`config.mk`:
```
export PLATFORM = sky130hd
export DESIGN_NAME = fc_neuron_scheduler
export DESIGN_NICKNAME = d
export VERILOG_FILES = /design/src/rtl/fc_sched_pkg.sv /design/src/rtl/fc_input_buffer.sv /design/src/rtl/fc_neuron_scheduler.sv
export SDC_FILE = /design/constraint.sdc
export NUM_CORES = 1
export LEC_CHECK = 0
export CELL_PAD_IN_SITES_DETAIL_PLACEMENT = 2
export CELL_PAD_IN_SITES_GLOBAL_PLACEMENT = 2
export CORE_AREA = 2 2 422 424
export CTS_BUF_LIST = sky130_fd_sc_hd__clkbuf_4 sky130_fd_sc_hd__clkbuf_8
export CTS_CLUSTER_DIAMETER = 60
export DETAILED_ROUTE_END_ITERATION = 8
export DIE_AREA = 0 0 424 426
export GPL_ROUTABILITY_DRIVEN = 0
export PLACE_DENSITY = 0.67
export SYNTH_ARGS = -nofsm -noshare
export SYNTH_HDL_FRONTEND = slang
export SYNTH_SLANG_ARGS = --single-unit
```
`constraint.sdc`:
```
create_clock -name clk -period 3.7 [get_ports clk]
set_input_delay 0.925 -clock clk [delete_from_list [all_inputs] [get_ports clk]]
set_output_delay 0.925 -clock clk [all_outputs]
set_load 0.01 [all_outputs]
```
`src/rtl/fc_sched_pkg.sv`:
```
// Shared constants and width helpers for the FC neuron scheduler.
package fc_sched_pkg;

    // Scheduler states
    localparam int unsigned STATE_W   = 2;
    localparam logic [1:0]  ST_IDLE   = 2'd0;
    localparam logic [1:0]  ST_LOAD   = 2'd1;
    localparam logic [1:0]  ST_SETTLE = 2'd2;
    localparam logic [1:0]  ST_EMIT   = 2'd3;

    // Datapath result width: full product width plus adder-tree growth
    function automatic int unsigned zw(input int unsigned width, input int unsigned n);
        return width * 2 + $clog2(n);
    endfunction

    // Counter width for a range of n values, never narrower than one bit
    function automatic int unsigned cw(input int unsigned n);
        return (n > 1) ? $clog2(n) : 1;
    endfunction

endpackage

```
`src/rtl/fc_input_buffer.sv`:
```
// Addressed register array holding one activation vector for the FC datapath.
module fc_input_buffer
    import fc_sched_pkg::*;
#(
    parameter  int unsigned WIDTH = 8,
    parameter  int unsigned IN    = 128,
    localparam int unsigned PW    = cw(IN)
) (
    input  logic             clk,
    input  logic             rst_n,
    input  logic             wr_en_i,
    input  logic [PW-1:0]    wr_ptr_i,
    input  logic [WIDTH-1:0] wr_data_i,
    output logic [WIDTH-1:0] x_buf_o [0:IN-1]
);

    // One entry written per accepted activation; whole array cleared on reset
    always_ff @(posedge clk or negedge rst_n) begin
        if (!rst_n) begin
            for (int i = 0; i < int'(IN); i++) begin
                x_buf_o[i] <= '0;
            end
        end else if (wr_en_i) begin
            x_buf_o[wr_ptr_i] <= wr_data_i;
        end
    end

endmodule

```
`src/rtl/fc_neuron_scheduler.sv`:
```
// Time-multiplexes one combinational FC neuron datapath across N_OUT neurons:
// serial vector load, per-neuron settle window, registered result stream.
// Optional build macro FC_ARGMAX_EN adds argmax_valid/argmax_idx outputs.
module fc_neuron_scheduler
    import fc_sched_pkg::*;
#(
    parameter  int unsigned WIDTH      = 8,
    parameter  int unsigned IN         = 128,
    parameter  int unsigned N_OUT      = 10,
    parameter  int unsigned SETTLE_CYC = 2,
    localparam int unsigned ZW         = zw(WIDTH, IN),
    localparam int unsigned SW         = cw(N_OUT)
) (
    input  logic             clk,
    input  logic             rst_n,
    input  logic             in_valid,
    output logic             in_ready,
    input  logic [WIDTH-1:0] in_data,
    output logic [WIDTH-1:0] x_buf [0:IN-1],
    output logic [SW-1:0]    sel,
    input  logic [ZW-1:0]    z_in,
    output logic             out_valid,
    input  logic             out_ready,
    output logic [ZW-1:0]    out_data,
    output logic [SW-1:0]    out_idx,
    output logic             out_last,
`ifdef FC_ARGMAX_EN
    output logic             argmax_valid,
    output logic [SW-1:0]    argmax_idx,
`endif
    output logic             busy
);

    localparam int unsigned PW = cw(IN);
    localparam int unsigned CW = cw(SETTLE_CYC);

    logic [STATE_W-1:0] state_q, state_d;
    logic [PW-1:0]      wr_ptr_q, wr_ptr_d;
    logic [SW-1:0]      sel_q, sel_d;
    logic [CW-1:0]      settle_cnt_q, settle_cnt_d;
    logic [ZW-1:0]      out_data_q, out_data_d;
    logic [SW-1:0]      out_idx_q, out_idx_d;
    logic               out_last_q, out_last_d;
    logic               out_valid_q, out_valid_d;
    logic               in_ready_q, in_ready_d;
    logic               busy_q, busy_d;
    logic               in_fire_c;
    logic               out_fire_c;

    assign in_fire_c  = in_valid && in_ready_q;
    assign out_fire_c = out_valid_q && out_ready;

    // Activation storage, addressed by the load pointer
    fc_input_buffer #(
        .WIDTH (WIDTH),
        .IN    (IN)
    ) u_input_buffer (
        .clk       (clk),
        .rst_n     (rst_n),
        .wr_en_i   (in_fire_c),
        .wr_ptr_i  (wr_ptr_q),
        .wr_data_i (in_data),
        .x_buf_o   (x_buf)
    );

    // Next-state, counter and result-capture logic
    always_comb begin
        state_d      = state_q;
        wr_ptr_d     = wr_ptr_q;
        sel_d        = sel_q;
        settle_cnt_d = settle_cnt_q;
        out_data_d   = out_data_q;
        out_idx_d    = out_idx_q;
        out_last_d   = out_last_q;

        case (state_q)
            ST_IDLE, ST_LOAD: begin
                if (in_fire_c) begin
                    if (wr_ptr_q == PW'(IN - 1)) begin
                        state_d      = ST_SETTLE;
                        wr_ptr_d     = '0;
                        sel_d        = '0;
                        settle_cnt_d = '0;
                    end else begin
                        state_d  = ST_LOAD;
                        wr_ptr_d = wr_ptr_q + PW'(1);
                    end
                end
            end
            ST_SETTLE: begin
                if (settle_cnt_q == CW'(SETTLE_CYC - 1)) begin
                    out_data_d = z_in;
                    out_idx_d  = sel_q;
                    out_last_d = (sel_q == SW'(N_OUT - 1));
                    state_d    = ST_EMIT;
                end else begin
                    settle_cnt_d = settle_cnt_q + CW'(1);
                end
            end
            ST_EMIT: begin
                if (out_fire_c) begin
                    if (out_last_q) begin
                        state_d = ST_IDLE;
                        sel_d   = '0;
                    end else begin
                        state_d      = ST_SETTLE;
                        sel_d        = sel_q + SW'(1);
                        settle_cnt_d = '0;
                    end
                end
            end
            default: begin
                state_d = ST_IDLE;
            end
        endcase

        in_ready_d  = (state_d == ST_IDLE) || (state_d == ST_LOAD);
        out_valid_d = (state_d == ST_EMIT);
        busy_d      = (state_d != ST_IDLE);
    end

    // State, counters and registered handshake/result outputs
    always_ff @(posedge clk or negedge rst_n) begin
        if (!rst_n) begin
            state_q      <= ST_IDLE;
            wr_ptr_q     <= '0;
            sel_q        <= '0;
            settle_cnt_q <= '0;
            out_data_q   <= '0;
            out_idx_q    <= '0;
            out_last_q   <= 1'b0;
            out_valid_q  <= 1'b0;
            in_ready_q   <= 1'b1;
            busy_q       <= 1'b0;
        end else begin
            state_q      <= state_d;
            wr_ptr_q     <= wr_ptr_d;
            sel_q        <= sel_d;
            settle_cnt_q <= settle_cnt_d;
            out_data_q   <= out_data_d;
            out_idx_q    <= out_idx_d;
            out_last_q   <= out_last_d;
            out_valid_q  <= out_valid_d;
            in_ready_q   <= in_ready_d;
            busy_q       <= busy_d;
        end
    end

    assign in_ready  = in_ready_q;
    assign sel       = sel_q;
    assign out_valid = out_valid_q;
    assign out_data  = out_data_q;
    assign out_idx   = out_idx_q;
    assign out_last  = out_last_q;
    assign busy      = busy_q;

`ifdef FC_ARGMAX_EN
    logic signed [ZW-1:0] max_q, max_d;
    logic [SW-1:0]        run_idx_q, run_idx_d;
    logic [SW-1:0]        amax_idx_q, amax_idx_d;
    logic                 amax_vld_q, amax_vld_d;
    logic                 capture_c;
    logic                 last_fire_c;

    assign capture_c   = (state_q == ST_SETTLE) && (settle_cnt_q == CW'(SETTLE_CYC - 1));
    assign last_fire_c = out_fire_c && out_last_q && (state_q == ST_EMIT);

    // Running signed max over captured results; strict compare keeps the lower index on ties
    always_comb begin
        max_d      = max_q;
        run_idx_d  = run_idx_q;
        amax_idx_d = amax_idx_q;
        amax_vld_d = 1'b0;
        if (capture_c) begin
            if ((sel_q == '0) || ($signed(z_in) > max_q)) begin
                max_d     = $signed(z_in);
                run_idx_d = sel_q;
            end
        end
        if (last_fire_c) begin
            amax_vld_d = 1'b1;
            amax_idx_d = run_idx_q;
        end
    end

    // Argmax registers; result index held until the next vector completes
    always_ff @(posedge clk or negedge rst_n) begin
        if (!rst_n) begin
            max_q      <= '0;
            run_idx_q  <= '0;
            amax_idx_q <= '0;
            amax_vld_q <= 1'b0;
        end else begin
            max_q      <= max_d;
            run_idx_q  <= run_idx_d;
            amax_idx_q <= amax_idx_d;
            amax_vld_q <= amax_vld_d;
        end
    end

    assign argmax_valid = amax_vld_q;
    assign argmax_idx   = amax_idx_q;
`endif

endmodule
```
==> results <==
-- sequential cells by signal, summed over array words and instances, names as in the netlist, 2 cells and up --
| name | count |
|---|---|
| u_input_buffer.x_buf_o | 1024 |
| wr_ptr_q | 7 |
| sel | 4 |
| out_idx | 4 |
| state_q | 2 |
| out_data | 23 |
-- stage by stage --
step / utilization [%] / cells / total power, mW / cell area, µm² / worst slack [ps]
3_5_place_dp: 32.1 / 5966 / 25.6 / 56300 / 226
3_3_place_gp: 32.1 / 5966 / 25.3 / 56300 / 277
2_1_floorplan: - / 2540 / 18.8 / 41500 / 1280
4_1_cts: 34.4 / 6303 / 37.9 / 60500 / 342
5_1_grt: 34.4 / 6306 / 38.9 / 60500 / 377
6_report: 34.4 / 6308 / 37.2 / 60500 / 529
-- path summary, 6_finish.rpt --
check | start | endpoint | slack [ps] | cells past startpoint
worst max-delay path | in_ready$_DFF_PN1_ | in_ready | 530 | 1
worst min-delay path | out_idx[2]$_DFFE_PN0P_ | out_idx[2]$_DFFE_PN0P_ | 490 | 2
worst max register to register | wr_ptr_q[6]$_DFFE_PN0P_ | u_input_buffer.x_buf_o[371]$_DFFE_PN0P_ | 790 | 4
worst min register to register | out_idx[2]$_DFFE_PN0P_ | out_idx[2]$_DFFE_PN0P_ | 490 | 2
max in group asynchronous | rst_n | u_input_buffer.x_buf_o[970]$_DFFE_PN0P_ | 1910 | 3
min in group asynchronous | rst_n | u_input_buffer.x_buf_o[465]$_DFFE_PN0P_ | 560 | 2
-- power by group through the flow --
stage               logic (mW)  registers [mW]  clock network, mW
finish                    10.2            15.0               12.0
global route              10.8            15.3               12.9
CTS                       10.5            15.0               12.4
detailed placement        10.4            15.2                  0
global placement          10.3            15.1                  0
floorplan                 3.00            15.8                  0
-- synthesized netlist by cell type, types with 3 or more instances --
cell type                   number
sky130_fd_sc_hd__and3_1          5
sky130_fd_sc_hd__buf_2          26
sky130_fd_sc_hd__buf_4           3
sky130_fd_sc_hd__buf_6           9
sky130_fd_sc_hd__clkbuf_1      151
sky130_fd_sc_hd__dfrtp_1      1068
sky130_fd_sc_hd__ha_1            3
sky130_fd_sc_hd__inv_1           6
sky130_fd_sc_hd__mux2_2       1016
sky130_fd_sc_hd__mux2_4         32
sky130_fd_sc_hd__nand2_1         9
sky130_fd_sc_hd__nand2b_1        3
sky130_fd_sc_hd__nand3_1         7
sky130_fd_sc_hd__nand3b_1        5
sky130_fd_sc_hd__nand4_1         9
sky130_fd_sc_hd__nand4b_1        3
sky130_fd_sc_hd__nand4b_2        3
sky130_fd_sc_hd__nand4bb_1       5
sky130_fd_sc_hd__nor2_1          3
sky130_fd_sc_hd__nor2b_1         4
sky130_fd_sc_hd__nor3_2         88
sky130_fd_sc_hd__nor4_4          6
sky130_fd_sc_hd__o21ai_0        10
sky130_fd_sc_hd__or4_1          21
sky130_fd_sc_hd__or4_4           6
sky130_fd_sc_hd__or4b_1          3
sky130_fd_sc_hd__xnor2_1         3
-- logic make-up after synthesis --
logic type / share of synthesized area [%]
muxes: 28.7
adders and majority gates: 0.0904
DFF: 64.4
xor gates and xnor gates: 0.0633
buffers and inverters: 2.06
AOI/OAI and AO/OA: 0.362
and+or+nand+nor: 4.24
-- cell type report --
class | instances | area share [%]
Inverter | 6 | 0.0372
Antenna cell | 5 | 0.0207
Clock buffer | 305 | 6.31
Sequential cell | 1069 | 44.2
Clock inverter | 31 | 0.511
Multi-Input combinational cell | 1273 | 23.1
Timing Repair Buffer | 1279 | 21.0
Tap cell | 2340 | 4.84
-- metal layers --
layer	track usage (%)	vias up
met2	33.8	874
met5	0	-
met3	5.89	271
met1	21.7	15000
met4	7.07	2
li1	-	11609
==> results_tabular.tex <==
\begin{tabular}{lr}
\hline
Metric & Value \\
\hline
\multicolumn{2}{l}{\textbf{Timing}} \\
\quad RSZ-0062 raised after global routing & no \\
\quad Hold Vio Cnt, Final & 0 \\
\quad Setup violators final & 0 \\
\quad Final critical path time including I/O delays and setup & 3170 ps \\
\quad Post-route fraction of the period consumed by the critical path & 85.7\% \\
\quad Final number of max-transition violations & 0 \\
\quad Max Clk Rate & 315 MHz \\
\quad Worst clock skew & 52.7 ps \\
\quad Transition time at the pin with the least slew margin & 845 ps \\
\quad Relative slew margins & 43.6\% \\
\quad Worst hold slack after final layout & 490 ps \\
\quad Sum of negative setup slack & 0 ps \\
\multicolumn{2}{l}{\textbf{Global route}} \\
\quad GR Overflow Total & 0 \\
\quad Maximum number of pins on one net before global-route repair & 116 \\
\quad Number of antenna violations at the first check in global routing & 6 \\
\quad Global-route wire length before repair & 248 mm \\
\quad Global-route usage over all layers & 19.2\% \\
\quad Vias in the first global route & 31435 \\
\multicolumn{2}{l}{\textbf{Worst setup path}} \\
\quad Crit path required time & 2770 ps \\
\quad Startpoint type of the worst setup path & register \\
\quad Buffers and inverters on the worst path & 1 \\
\quad Slowest stage cell on the critical path & sky130\_fd\_sc\_hd\_\_clkdlybuf4s50\_1 \\
\quad Cell family with most CP delay & buffers and inverters \\
\quad Worst Setup End Kind & output port \\
\quad Worst path cell trace & clkdlybuf4s50\_1 \\
\quad Top fanout value on the critical path & 7 \\
\quad Largest incremental delay on the critical path & 670 ps \\
\quad Critical Setup Path Class & reg2out \\
\quad Arrival time of the worst setup path & 2250 ps \\
\multicolumn{2}{l}{\textbf{Die}} \\
\quad Num rows & 154 \\
\quad Area of the die & 0.181 mm² \\
\quad Vertical die dimension & 426 µm \\
\quad Effective utilization at floorplan & 23.6\% \\
\quad Die X-Extent & 424 µm \\
\quad I/O Pins & 1094 \\
\quad Core ar. & 0.176 mm² \\
\multicolumn{2}{l}{\textbf{Route}} \\
\quad Top layer in use & met5 \\
\quad Met2 wire length & 90.8 mm \\
\quad Drt total wl & 175 mm \\
\quad Remaining routing DRC violations & 0 \\
\quad Initial DRC count & 935 \\
\quad Number of antenna-violating nets in the routed design & 0 \\
\quad Routed metal-1 wirelength & 67.0 mm \\
\quad Detailed-route via count & 27756 \\
\quad Vias per inst & 4.40 \\
\quad Met3 wire length & 11.5 mm \\
\quad Number of detailed-routing iterations run before antenna repair & 4 \\
\quad Post-DR wirelength/cell & 27.8 µm \\
\multicolumn{2}{l}{\textbf{Cells and area}} \\
\quad Share of layout cells above drive strength 1 & 42.8\% \\
\quad Commonest non-fill, non-tap cell in the layout & sky130\_fd\_sc\_hd\_\_clkdlybuf4s50\_1 \\
\quad Net count, final & 3860 \\
\quad Highest-count cells in the layout ignoring fill and taps & sky130\_fd\_sc\_hd\_\_clkdlybuf4s50\_1 (1084), sky130\_fd\_sc\_hd\_\_dfrtp\_1 (1066), sky130\_fd\_sc\_hd\_\_mux2\_2 (1016) \\
\quad Count of filler cells inserted in the layout & 17962 \\
\quad Area occupied by multi-input gates & 0.0140 mm² \\
\quad Register Area & 0.0268 mm² \\
\quad Synth-to-Final Area Change & 45.7\% \\
\multicolumn{2}{l}{\textbf{CTS}} \\
\quad Number of hold buffers added after CTS & 1 \\
\quad Post-CTS Repair Setup Buffers & 0 \\
\quad Number of levels in the clock H-tree & 4 \\
\quad TritonCTS clock tree & yes \\
\quad Bufs on Longest Clock Path & 3 \\
\quad Resize count post-CTS & 0 \\
\quad Library cell used as clock root buffer & sky130\_fd\_sc\_hd\_\_clkbuf\_8 \\
\quad Worst-skew pair later-pin latency & 960 ps \\
\quad Count of clock tree sinks & 1069 \\
\quad Register clock-pin slew on the reported worst setup and hold paths & 60 ps \\
\quad Number of buffers created by CTS & 193 \\
\multicolumn{2}{l}{\textbf{Synth}} \\
\quad Async SR Flop Fraction & 100\% \\
\quad Number of different library cells in the post-synthesis netlist & 49 \\
\quad Area leader, netlist & sky130\_fd\_sc\_hd\_\_dfrtp\_1 \\
\quad Post-Synthesis Cell Area & 0.0415 mm² \\
\quad Net count of the mapped netlist & 2578 \\
\quad Sequential cell area fraction in the yosys report & 64.4\% \\
\quad Number of warning messages in the yosys log & 0 \\
\quad Dominant cells by area after synthesis & sky130\_fd\_sc\_hd\_\_dfrtp\_1 (64\%), sky130\_fd\_sc\_hd\_\_mux2\_2 (28\%), sky130\_fd\_sc\_hd\_\_nor3\_2 (2.1\%) \\
\quad Number of flip-flops and latches in the synthesized netlist & 1069 \\
\quad Most used flip-flop cell after synthesis & sky130\_fd\_sc\_hd\_\_dfrtp\_1 \\
\quad Portion of synthesized cell area occupied by the leading cell type & 64.4\% \\
\quad Number of synthesized flops with an enable pin & 0 \\
\quad Post-synthesis instance total & 2540 \\
\quad Average cell area after synthesis & 16.3 µm² \\
\multicolumn{2}{l}{\textbf{Power}} \\
\quad Total power divided by cell area & 615 mW/mm² \\
\quad Net load switching power & 11.4 mW \\
\quad Switching share of total power & 30.8\% \\
\quad Peak supply drop & 0.409 mV \\
\quad Power share of the sequential group & 40.3\% \\
\quad Comb power frac & 27.5\% \\
\quad Power Internal & 25.7 mW \\
\quad Leakage dissipation & 27.8 nW \\
\quad Clock group share of total power & 32.3\% \\
\multicolumn{2}{l}{\textbf{Hold path}} \\
\quad Kind of path behind the tightest hold check & reg2reg \\
\multicolumn{2}{l}{\textbf{Place}} \\
\quad Dpl hpwl & 123 mm \\
\quad Port Buf Inserts & 1093 \\
\multicolumn{2}{l}{\textbf{Run}} \\
\quad Number of maximum-capacitance violations & 0 \\
\multicolumn{2}{l}{\textbf{Run status}} \\
\quad Result of the run & complete, no violations \\
\hline
\end{tabular}
(Power assumes the default switching activity.)
